**src/rtl/sd_delay_timer_pkg.sv**
```systemverilog
// sd_delay_pkg: shared state codes and mode constants for the SD delay timer.
// Latency: n/a (constants only).
// Backpressure: n/a.
package sd_delay_pkg;

  localparam logic [1:0] ST_IDLE = 2'd0;
  localparam logic [1:0] ST_RUN  = 2'd1;
  localparam logic [1:0] ST_DONE = 2'd2;

  localparam logic MODE_ONESHOT  = 1'b0;
  localparam logic MODE_PERIODIC = 1'b1;

  typedef enum logic [1:0] {
    S_IDLE = ST_IDLE,
    S_RUN  = ST_RUN,
    S_DONE = ST_DONE
  } state_e;

endpackage

```
**src/rtl/sd_delay_timer_prescaler.sv**
```systemverilog
// sd_prescaler: counts 0..limit while enabled, pulses strobe on the limit cycle, then wraps to 0.
// Latency: strobe is combinational from the count (high during the limit cycle).
// Backpressure: none; clear has priority over enable for the count, not for strobe.
// Ports: clk, rst (async, active high), clear (force count to 0), enable (advance count),
//        limit (wrap value), strobe (one-cycle pulse when count==limit while enabled).
module sd_prescaler #(
  parameter int PRESCALE_SIZE = 8
) (
  input  logic                     clk,
  input  logic                     rst,
  input  logic                     clear,
  input  logic                     enable,
  input  logic [PRESCALE_SIZE-1:0] limit,
  output logic                     strobe
);

  logic [PRESCALE_SIZE-1:0] cnt_q, cnt_d;

  // strobe is not gated by clear: the parent may clear on the very cycle an
  // expiry happens (periodic stop) and still needs that expiry reported.
  always_comb begin
    strobe = enable && (cnt_q == limit);
    cnt_d  = cnt_q;
    if (clear) begin
      cnt_d = '0;
    end else if (enable) begin
      cnt_d = (cnt_q == limit) ? '0 : cnt_q + 1'b1;
    end
  end

  always_ff @(posedge clk or posedge rst) begin
    if (rst) begin
      cnt_q <= '0;
    end else begin
      cnt_q <= cnt_d;
    end
  end

endmodule

```
**src/rtl/sd_delay_timer.sv**
```systemverilog
// sd_delay_timer: counts (times+1) units of (prescale+1) clocks; one-shot or periodic, abortable.
// Latency: acceptance at edge E0 -> finish/tick registered at E0+(times+1)*(prescale+1).
// Backpressure: start is a held request level; one-shot needs start low before re-arming.
// Ports: clk, rst (async, active high), start, abort, periodic, times, prescale (config
//        sampled on acceptance), finish (level), tick (one-cycle pulse per expiry), busy (in RUN).
module sd_delay_timer
  import sd_delay_pkg::*;
#(
  parameter int COUNT_SIZE    = 16,
  parameter int PRESCALE_SIZE = 8
) (
  input  logic                     clk,
  input  logic                     rst,
  input  logic                     start,
  input  logic                     abort,
  input  logic                     periodic,
  input  logic [COUNT_SIZE-1:0]    times,
  input  logic [PRESCALE_SIZE-1:0] prescale,
  output logic                     finish,
  output logic                     tick,
  output logic                     busy
);

  state_e                   state_q, state_d;
  logic [COUNT_SIZE-1:0]    unit_q, unit_d;
  logic [COUNT_SIZE-1:0]    times_l_q, times_l_d;
  logic [PRESCALE_SIZE-1:0] prescale_l_q, prescale_l_d;
  logic                     periodic_l_q, periodic_l_d;
  logic                     finish_q, finish_d;
  logic                     tick_q, tick_d;
  logic                     psc_clear, psc_en, psc_strobe;
  logic                     expiry;

  sd_prescaler #(.PRESCALE_SIZE(PRESCALE_SIZE)) u_prescaler (
    .clk    (clk),
    .rst    (rst),
    .clear  (psc_clear),
    .enable (psc_en),
    .limit  (prescale_l_q),
    .strobe (psc_strobe)
  );

  always_comb begin
    state_d      = state_q;
    unit_d       = unit_q;
    times_l_d    = times_l_q;
    prescale_l_d = prescale_l_q;
    periodic_l_d = periodic_l_q;
    finish_d     = finish_q;
    tick_d       = 1'b0;
    psc_clear    = 1'b0;
    psc_en       = 1'b0;
    expiry       = 1'b0;

    case (state_q)
      S_IDLE: begin
        unit_d    = '0;
        psc_clear = 1'b1;
        if (start && !abort) begin
          times_l_d    = times;
          prescale_l_d = prescale;
          periodic_l_d = periodic;
          finish_d     = 1'b0;
          state_d      = S_RUN;
        end
      end

      S_RUN: begin
        psc_en = 1'b1;
        if (abort) begin
          // Abort beats a coinciding expiry: no tick, finish dropped.
          state_d   = S_IDLE;
          finish_d  = 1'b0;
          unit_d    = '0;
          psc_clear = 1'b1;
        end else begin
          expiry = psc_strobe && (unit_q == times_l_q);
          if (psc_strobe) begin
            unit_d = expiry ? '0 : unit_q + 1'b1;
          end
          if (expiry) begin
            tick_d   = 1'b1;
            finish_d = 1'b1;
            if (periodic_l_q == MODE_ONESHOT) begin
              state_d   = S_DONE;
              unit_d    = '0;
              psc_clear = 1'b1;
            end
          end
          // Periodic runs only while start is held; an expiry on the same
          // cycle is still reported above.
          if ((periodic_l_q == MODE_PERIODIC) && !start) begin
            state_d   = S_IDLE;
            unit_d    = '0;
            psc_clear = 1'b1;
          end
        end
      end

      S_DONE: begin
        unit_d    = '0;
        psc_clear = 1'b1;
        finish_d  = 1'b1;
        if (abort) begin
          state_d  = S_IDLE;
          finish_d = 1'b0;
        end else if (!start) begin
          state_d = S_IDLE;
        end
      end

      default: begin
        state_d   = S_IDLE;
        unit_d    = '0;
        psc_clear = 1'b1;
      end
    endcase
  end

  always_ff @(posedge clk or posedge rst) begin
    if (rst) begin
      state_q      <= S_IDLE;
      unit_q       <= '0;
      times_l_q    <= '0;
      prescale_l_q <= '0;
      periodic_l_q <= 1'b0;
      finish_q     <= 1'b0;
      tick_q       <= 1'b0;
    end else begin
      state_q      <= state_d;
      unit_q       <= unit_d;
      times_l_q    <= times_l_d;
      prescale_l_q <= prescale_l_d;
      periodic_l_q <= periodic_l_d;
      finish_q     <= finish_d;
      tick_q       <= tick_d;
    end
  end

  assign finish = finish_q;
  assign tick   = tick_q;
  assign busy   = (state_q == S_RUN);

endmodule

```
**config.mk**
```make
export PLATFORM = sky130hd
export DESIGN_NAME = sd_delay_timer
export DESIGN_NICKNAME = d
export VERILOG_FILES = /design/src/rtl/sd_delay_timer_pkg.sv /design/src/rtl/sd_delay_timer_prescaler.sv /design/src/rtl/sd_delay_timer.sv
export SDC_FILE = /design/constraint.sdc
export NUM_CORES = 1
export LEC_CHECK = 0
export ABC_AREA = 1
export BUFFER_PORTS_ARGS = -buffer_cell sky130_fd_sc_hd__buf_4
export CORE_MARGIN = 5
export CORE_UTILIZATION = 63
export DETAILED_ROUTE_END_ITERATION = 8
export GPL_TIMING_DRIVEN = 1
export MAX_ROUTING_LAYER = met4
export PLACE_DENSITY_LB_ADDON = 0.08
export SYNTH_ARGS = -nofsm -noshare
export SYNTH_HDL_FRONTEND = slang
export SYNTH_SLANG_ARGS = --single-unit
```
**constraint.sdc**
```tcl
create_clock -name clk -period 3.7 [get_ports clk]
set_input_delay 0.37 -clock clk [delete_from_list [all_inputs] [get_ports clk]]
set_output_delay 0.37 -clock clk [all_outputs]
set_load 0.01 [all_outputs]
```
Word-level counts from Yosys, hierarchy flattened
Index checks and enable logic that the tools add are counted.
{ "op_classes": {"add_sub_neg": 2, "n_eq_ne": 9, "muxes": 32, "reduce_logical": 12} }
{ "ops": {"columns": ["cell", "count"], "rows": [
  ["2-to-1 mux 16 bit", 7],
  ["2-to-1 mux 8 bit", 3],
  ["adder 16 x 1 -> 16 bit (second input constant)", 1],
  ["equality test 16 bit", 1],
  ["2-to-1 mux 2 bit", 7],
  ["2-to-1 mux 1 bit", 13],
  ["adder 8 x 1 -> 8 bit (second input constant)", 1],
  ["equality test 8 bit", 1],
  ["case mux 2 bit (3 select lines)", 1],
  ["logical AND 1 bit", 4],
  ["!= test 4 x 2 -> 1 bit (second input constant)", 1],
  ["!= test 4 x 3 -> 1 bit (second input constant)", 1],
  ["AND reduction 4 bit", 1],
  ["!= test 3 x 2 -> 1 bit (second input constant)", 1],
  ["!= test 3 bit (second input constant)", 1],
  ["case mux 1 bit (3 select lines)", 1],
  ["AND reduction 3 bit", 1],
  ["nonzero test 3 bit", 1],
  ["equality test 2 x 1 -> 1 bit (second input constant)", 1],
  ["equality test 2 bit (second input constant)", 1],
  ["logical NOT 1 bit", 2],
  ["logical NOT 2 bit", 1],
  ["!= test 2 bit (second input constant)", 1],
  ["AND reduction 2 bit", 1],
  ["nonzero test 2 bit", 1]
]} }
{ "word_totals": {"register_bits": 53, "word_cells": 63} }

Longest topological paths before layout
Gate-level depths: netlist (run 1).
{ "logic_depth": {"ltp_word": 11, "depth_mapped": 12} }

Hierarchy
A second synthesis (run 1) with hierarchy kept.
{ "unflattened": {"hier_cells": 372, "hier_area_um2": 2947.8} }
{ "modules_own_cells": {"columns": ["module", "n_inst", "cells_each", "area_per_inst_um2", "seq_area_each_um2"], "rows": [
  ["sd_delay_timer", 1, 281, 2303.5, 1126.1],
  ["sd_prescaler", 1, 91, 644.4, 200.2]
]} }

Least setup slack after synthesis (run 1)
OpenSTA, ideal clock, no wires.
{ "synth_timing": {"path_type": "register -> register", "start": "register state_q[1]", "end": "register state_q[0]", "arrival_ns": 1.528, "setup_slack_ns": 2.056, "path_stages_with_launch": 11, "path_buffers": 1, "period_less_slack_ns": 1.644, "cell_sequence": "dfrtp_1 -> inv_1 -> ha_1 -> inv_1 -> nor2_1 -> o21ai_0 -> inv_1 -> nand2_4 -> buf_6 -> nand3_2 -> nand2_1"} }
{ "synth_between": {"elab_chain_cells": 6, "word_cells_on_any_way": 12} }
{ "synth_lines": {"columns": ["element", "line_no", "source"], "rows": [
  ["start, declared", "sd_delay_timer.sv:24", "state_e state_q, state_d;"],
  ["start signal, assigned", "sd_delay_timer.sv:130", "state_q <= state_d;"],
  ["equality test 2 x 1 -> 1 bit (*)", null, null],
  ["named net busy", "sd_delay_timer.sv:21", "output logic busy"],
  ["2-to-1 mux 1 bit", "sd_delay_timer.sv:55", "case (state_q)"],
  ["logical AND 1 bit", "sd_delay_timer_prescaler.sv:22", "strobe = enable && (cnt_q == limit);"],
  ["logical AND 1 bit", "sd_delay_timer.sv:77", "expiry = psc_strobe && (unit_q == times_l_q);"],
  ["!= test 4 x 2 -> 1 bit (no line)", null, null],
  ["AND reduction 4 bit (no line)", null, null]
]} }
The timed path passes the listed nets; every way through them passes the cells marked *.
A chain may end at the register's enable or synchronous reset.

Worst setup path in the final report (run 1)
{ "layout_timing": {"start": "register state_q[0]", "end": "register times_l_q[10]"} }
{ "layout_between": {"elab_chain_cells": 2} }
{ "layout_lines": {"columns": ["element", "line_no", "source"], "rows": [
  ["logical NOT 2 bit", "sd_delay_timer.sv:55", null],
  ["AND reduction 2 bit (no line)", null, null],
  ["end signal, assigned", "sd_delay_timer.sv:132", "times_l_q <= times_l_d;"],
  ["end, declared", "sd_delay_timer.sv:26", "logic [COUNT_SIZE-1:0] times_l_q, times_l_d;"]
]} }
No other way between the ends.

==> metrics, run 1 <==
most frequent cells after synthesis 97 x nand2_1, 53 x dfrtp_1, 50 x nor2_1, 47 x inv_1, 21 x a21oi_1; DP Wirelength 4190 um; proportion of layout cells with a drive suffix above 1 16.2%; status complete, no violations; Yosys reg bits 53; minimum hold slack 237 ps; YS warnings 0; root buffer cell clkbuf_8; gr usage total 21.1%; syn nets 397; H-Tree Depth 2; hold_buf cts 0; Worst EP required 3900 ps; Inst Count DP 440; Max FO, Critical Path 26; via count 2,329; post-synth top area share 45.7%; cell row count 24; clock share of power 22.6%; setup bufs post-CTS 0; worst setup path class register to register; multiplexer share of the synthesized area 5.43%; Area Overhead vs Synth 13.2%; Power per Cell Area 547 nW/um^2; crit end category register; num ports 32; core area 4410 um^2; Post-synth ARST share 100%; Die X 77.9 um; DRC errors left 0; Logic pwr share 31.3%; # diodes 0; mean post-synth cell area 8.02 um^2; Power, Total 1800 uW; Reg clk slew, reported paths 90 ps; Net Sw Power 583 uW; Max Cap Violations 0; Cell Area, Synth 2900 um^2; CTS Buf Count 5; largest cells by area after synthesis dfrtp_1 46%, nand2_1 13%, nor2_1 6.5%, inv_1 6.1%, mux2_2 5.4%; # fillers 356; clk buf depth 2; Int Power 1220 uW; first-pass detailed-route iteration total 4; Post-synth EDFFs 0; via/cell ratio 5.20; largest net degree at the start of global routing 54; skew final 6.59 ps; leading area contributor after synthesis dfrtp_1; CP arrival 2140 ps; Final period util 52.3%; Die Y 77.9 um; WL/cell 12.8 um; Yosys cell types 28; sequential share of power 46.1%; TNS Setup 0 ps; Max Freq 0.517 GHz; Final ANT Viol Nets 0; Iteration-0 DRC Markers 150; Synth Area in Compound Gates 6.08%; Slew @ Worst Pin 1090 ps; top-count cell post-synth nand2_1; nets 430; grt total ovfl 0; Rel. slew slack 27.1%; Initial Utilization 65.8%; Max IR drop VDD 338 uV; post-synthesis xor/xnor area fraction 5.13%; final setup fails 0; min cycle time layout 1940 ps; pre-CTS setup slack 1760 ps; Gate Count Post-Synth 362; Sw Ratio 32.4%; max-slew violation count 0; Die ar. 6070 um^2; routability cong. 0.857; Post-Layout Cell Count 448; largest family of logic cells by synthesized area simple AND/OR/NAND/NOR gates; initial antenna violation count 0; wirelength, routed 5750 um; Lkg Pwr 0.00162 uW; Top FF cell, synth dfrtp_1; Hold/Removal Path Class primary input to register; vias in the first global route 2,272; Port Buf Inserts 31; CP Launch Type register; Seq/Total Area, Yosys 45.7%; first-pass GRT wire length 10,100 um; setup ws final 1760 ps; CTS sink cnt 53; Simple-Gate Fraction of Synth Area 27.6%; cts repair resizes 0; RSZ-0062 raised after global routing no; Fin. Hold Viols 0; Synth Area in Adders 2.59%; CTS tree built; Worst-Skew Late Latency 310 ps
-- metal layers --
metal  wire [um]  up-vias  track usage [%]
met5           0        -                -
met4          80        0             5.15
met3         298        9             4.63
met2        2760       58             34.1
met1        2610     1072             26.9
li1            -     1190                -
-- critical path, cell delays in order, from the launching register on --
cell and delay (ps):
dfrtp_1 400, inv_1 80, ha_1 250, nand2_1 340, buf_4 380, mux2_2 380
-- logic make-up (layout without fill, tap and decap cells) --
family / count (synthesis) / count (layout)
adder cells (fa/ha/maj): 6 / 6
flip-flops: 53 / 53
multiplexers: 14 / 14
buffers and inverters: 54 / 88
XOR/XNOR: 17 / 17
AO/OA/AOI/OAI: 33 / 33
AND/OR/NAND/NOR: 185 / 185
-- power groups by stage --
| stage | Clock [uW] | Sequential, uW | Combinational, uW |
|---|---|---|---|
| 2_1_floorplan | 0 | 820 | 454 |
| 3_3_place_gp | 0 | 835 | 547 |
| 3_5_place_dp | 0 | 844 | 566 |
| 4_1_cts | 413 | 831 | 569 |
| 5_1_grt | 443 | 851 | 645 |
| 6_report | 407 | 829 | 563 |
-- placed cells by master, fill, tap and decap left out, drive strengths merged --
| cell | count |
|---|---|
| a21oi | 22 |
| buf | 32 |
| bufinv | 1 |
| clkbuf | 7 |
| clkinv | 1 |
| dfrtp | 53 |
| ha | 6 |
| inv | 47 |
| mux2 | 14 |
| nand2 | 100 |
| nand3 | 17 |
| nand3b | 2 |
| nand4 | 1 |
| nor2 | 53 |
| nor3 | 11 |
| o211ai | 1 |
| o21ai | 8 |
| o21bai | 2 |
| or2 | 1 |
| xnor2 | 15 |
| xor2 | 2 |
-- stage by stage --
step | utilization, % | instance area (um^2)
after floorplan | - | 2900
after global placement | 71.8 | 3170
after detailed placement | 71.8 | 3170
after CTS | 74.5 | 3290
after global routing | 74.5 | 3290
final | 74.5 | 3290
-- area by class of cell --
type / instances / area [um^2] / share of cell area [%]
sequential: 53 / 1330 / 40.4
clock inverter: 1 / 30.0 / 0.914
clock buffer: 7 / 86.3 / 2.63
timing repair buffer: 32 / 240 / 7.31
multi-input combinational: 255 / 1360 / 41.3
inverter: 48 / 180 / 5.48
tap: 52 / 65.1 / 1.98
-- final timing paths --
path,start,to,slack [ps],cells after the start
max in group asynchronous,rst,times_l_q[2]$_DFFE_PP0P_,2690,2
max,state_q[0]$_DFFE_PP0P_,times_l_q[10]$_DFFE_PP0P_,1760,5
min,abort,tick$_DFF_PP0_,240,2
min reg2reg,finish$_DFFE_PP0P_,finish$_DFFE_PP0P_,500,2
max reg2reg,state_q[0]$_DFFE_PP0P_,times_l_q[10]$_DFFE_PP0P_,1760,5
min in group asynchronous,rst,prescale_l_q[3]$_DFFE_PP0P_,330,2
-- state kept, by name, indices dropped and copies added (netlist names) --
name	flops
state_q	2
u_prescaler.cnt_q	8
tick	1
unit_q	16
times_l_q	16
periodic_l_q	1
finish	1
prescale_l_q	8
Note: power is estimated with default switching activity, not from simulation.
==> run 2: changes to the inputs <==
--- a/config.mk
+++ b/config.mk
@@ -8,7 +8,7 @@
 export ABC_AREA = 1
 export BUFFER_PORTS_ARGS = -buffer_cell sky130_fd_sc_hd__buf_4
 export CORE_MARGIN = 5
-export CORE_UTILIZATION = 63
+export CORE_UTILIZATION = 58
 export DETAILED_ROUTE_END_ITERATION = 8
 export GPL_TIMING_DRIVEN = 1
 export MAX_ROUTING_LAYER = met4
==> constraint.sdc (replaced) <==
create_clock -name clk -period 2.01 [get_ports clk]
set_input_delay 0.201 -clock clk [delete_from_list [all_inputs] [get_ports clk]]
set_output_delay 0.201 -clock clk [all_outputs]
set_load 0.01 [all_outputs]
==> run 2 against run 1 <==
  * Total power rose by 76%
  * Combinational power up 87%
  * Count of clock-buffer cells in the layout up 1
  * Setup slack got worse by 1500 ps
  * Critical endpoint is now unit_q[8]$_DFF_PP0_
  * Highest routed layer unchanged
==> metrics, run 2 (same netlist as run 1, synthesis figures left out) <==
Slew @ Worst Pin 556 ps; Power per Cell Area 952 nW/um^2; DRC errors left 0; min cycle time layout 1790 ps; core area 4790 um^2; Reg clk slew, reported paths 90 ps; slowest CP cell dfrtp_1; clk buf depth 2; DP Wirelength 4190 um; final setup fails 0; met2 Usage GRT 29.8%; Most Used Layer, Global Route met2; grt total ovfl 0; # fillers 406; TNS Setup 0 ps; CP Launch Type register; Final ANT Viol Nets 0; CP arrival 2000 ps; Final period util 88.8%; commonest non-fill, non-tap cell in the layout nand2_1; H-Tree Depth 2; area of the multi-input gates 1360 um^2; root buffer cell clkbuf_8; via/cell ratio 4.91; Iteration-0 DRC Markers 126; num ports 32; pre-CTS setup slack 220 ps; max-slew violation count 0; Worst EP required 2220 ps; WL/cell 11.8 um; Die Y 80.7 um; CP peak stage delay 430 ps; Max IR drop VDD 537 uV; wirelength, routed 5510 um; nets 435; status complete, no violations; setup ws final 224 ps; Die X 80.7 um; skew final 9.47 ps; Port Buf Inserts 31; Rel. slew slack 62.9%; Initial Utilization 60.7%; gr usage total 19.8%; CTS tree built; crit end category register; Max Freq 0.560 GHz; # diodes 0; Max Cap Violations 0; CTS sink cnt 53; Max FO, Critical Path 14; largest net degree at the start of global routing 31; most frequent cells in the layout 97 x nand2_1, 53 x dfrtp_1, 50 x nor2_1, 46 x inv_1, 35 x buf_4; Crit path top cell by count inv_1; Die ar. 6520 um^2; cell row count 25; worst setup path class register to register; Top delay family on crit path simple AND/OR/NAND/NOR gates; Area Overhead vs Synth 14.5%; met3 Usage GRT 4.43%; RSZ-0062 raised after global routing no; crit path cell chain inv_1 -> ha_2 -> inv_1 -> nor2_1 -> o21ai_0 -> inv_1 -> nand2_4 -> nor3_1; vias in the first global route 2,146; first-pass detailed-route iteration total 4; Worst-Skew Late Latency 310 ps; initial antenna violation count 0; met1 GRT Util 27.6%; routability cong. 0.846; proportion of layout cells with a drive suffix above 1 16.7%; via count 2,297; Fin. Hold Viols 0; first-pass GRT wire length 9800 um; Sequential cell area 1330 um^2; largest registers times_l_q: 16 flops, unit_q: 16 flops; Hold/Removal Path Class primary input to register; CTS Buf Count 5; WP buf/inv 3; Lkg Pwr 0.00163 uW
## run 2: worst paths after layout
path                                        start                          endpoint  slack (ps)  depth (start not counted)
max reg2reg                state_q[1]$_DFFE_PP0P_               unit_q[8]$_DFF_PP0_         220                          8
min                                         abort                    tick$_DFF_PP0_          70                          2
max                        state_q[1]$_DFFE_PP0P_               unit_q[8]$_DFF_PP0_         220                          8
min reg2reg                    finish$_DFFE_PP0P_                finish$_DFFE_PP0P_         480                          2
min in group asynchronous                     rst               unit_q[9]$_DFF_PP0_         500                          3
max in group asynchronous                     rst  u_prescaler.cnt_q[0]$_DFFE_PP0P_         960                          4
## run 2: final cells by class
| type | instances | share of cell area (%) |
|---|---|---|
| Multi-Input combinational cell | 255 | 40.9 |
| Timing Repair Buffer | 37 | 8.81 |
| Sequential cell | 53 | 39.9 |
| Tap cell | 67 | 2.52 |
| Clock buffer | 8 | 2.41 |
| Inverter | 48 | 5.42 |
## run 2: timing repair
action,4_1_cts,5_1_grt
hold buffers,1,0
endpoints found under the setup margin,0,6
setup buffers,0,0
hold endpoints to repair,23,0
resized for setup,0,1
## run 2: layer usage
metal / routed length [um] / vias to the layer above
met5: 0 / -
met4: 82 / 0
met3: 249 / 10
met2: 2450 / 47
met1: 2730 / 1037
li1: - / 1203
## run 2: through the flow
| stage | power, uW | util (%) | cell area [um^2] | instances | hold slack [ps] |
|---|---|---|---|---|---|
| floorplan | 2340 | - | 2900 | 362 | 267 |
| global placement | 2580 | 67.5 | 3230 | 459 | 288 |
| detailed placement | 2610 | 67.5 | 3230 | 459 | 301 |
| global route | 3430 | 69.5 | 3320 | 468 | 67.1 |
| CTS | 3200 | 69.4 | 3320 | 468 | 63.1 |
| finish | 3170 | 69.5 | 3320 | 468 | 72.3 |
## run 2: where the power goes
part | internal, uW | leakage (uW) | switching (uW) | total, uW
Sequential | 1350 | 0.000672 | 187 | 1530
Clock | 248 | 0.0000395 | 332 | 580
Combinational | 507 | 0.000919 | 544 | 1050
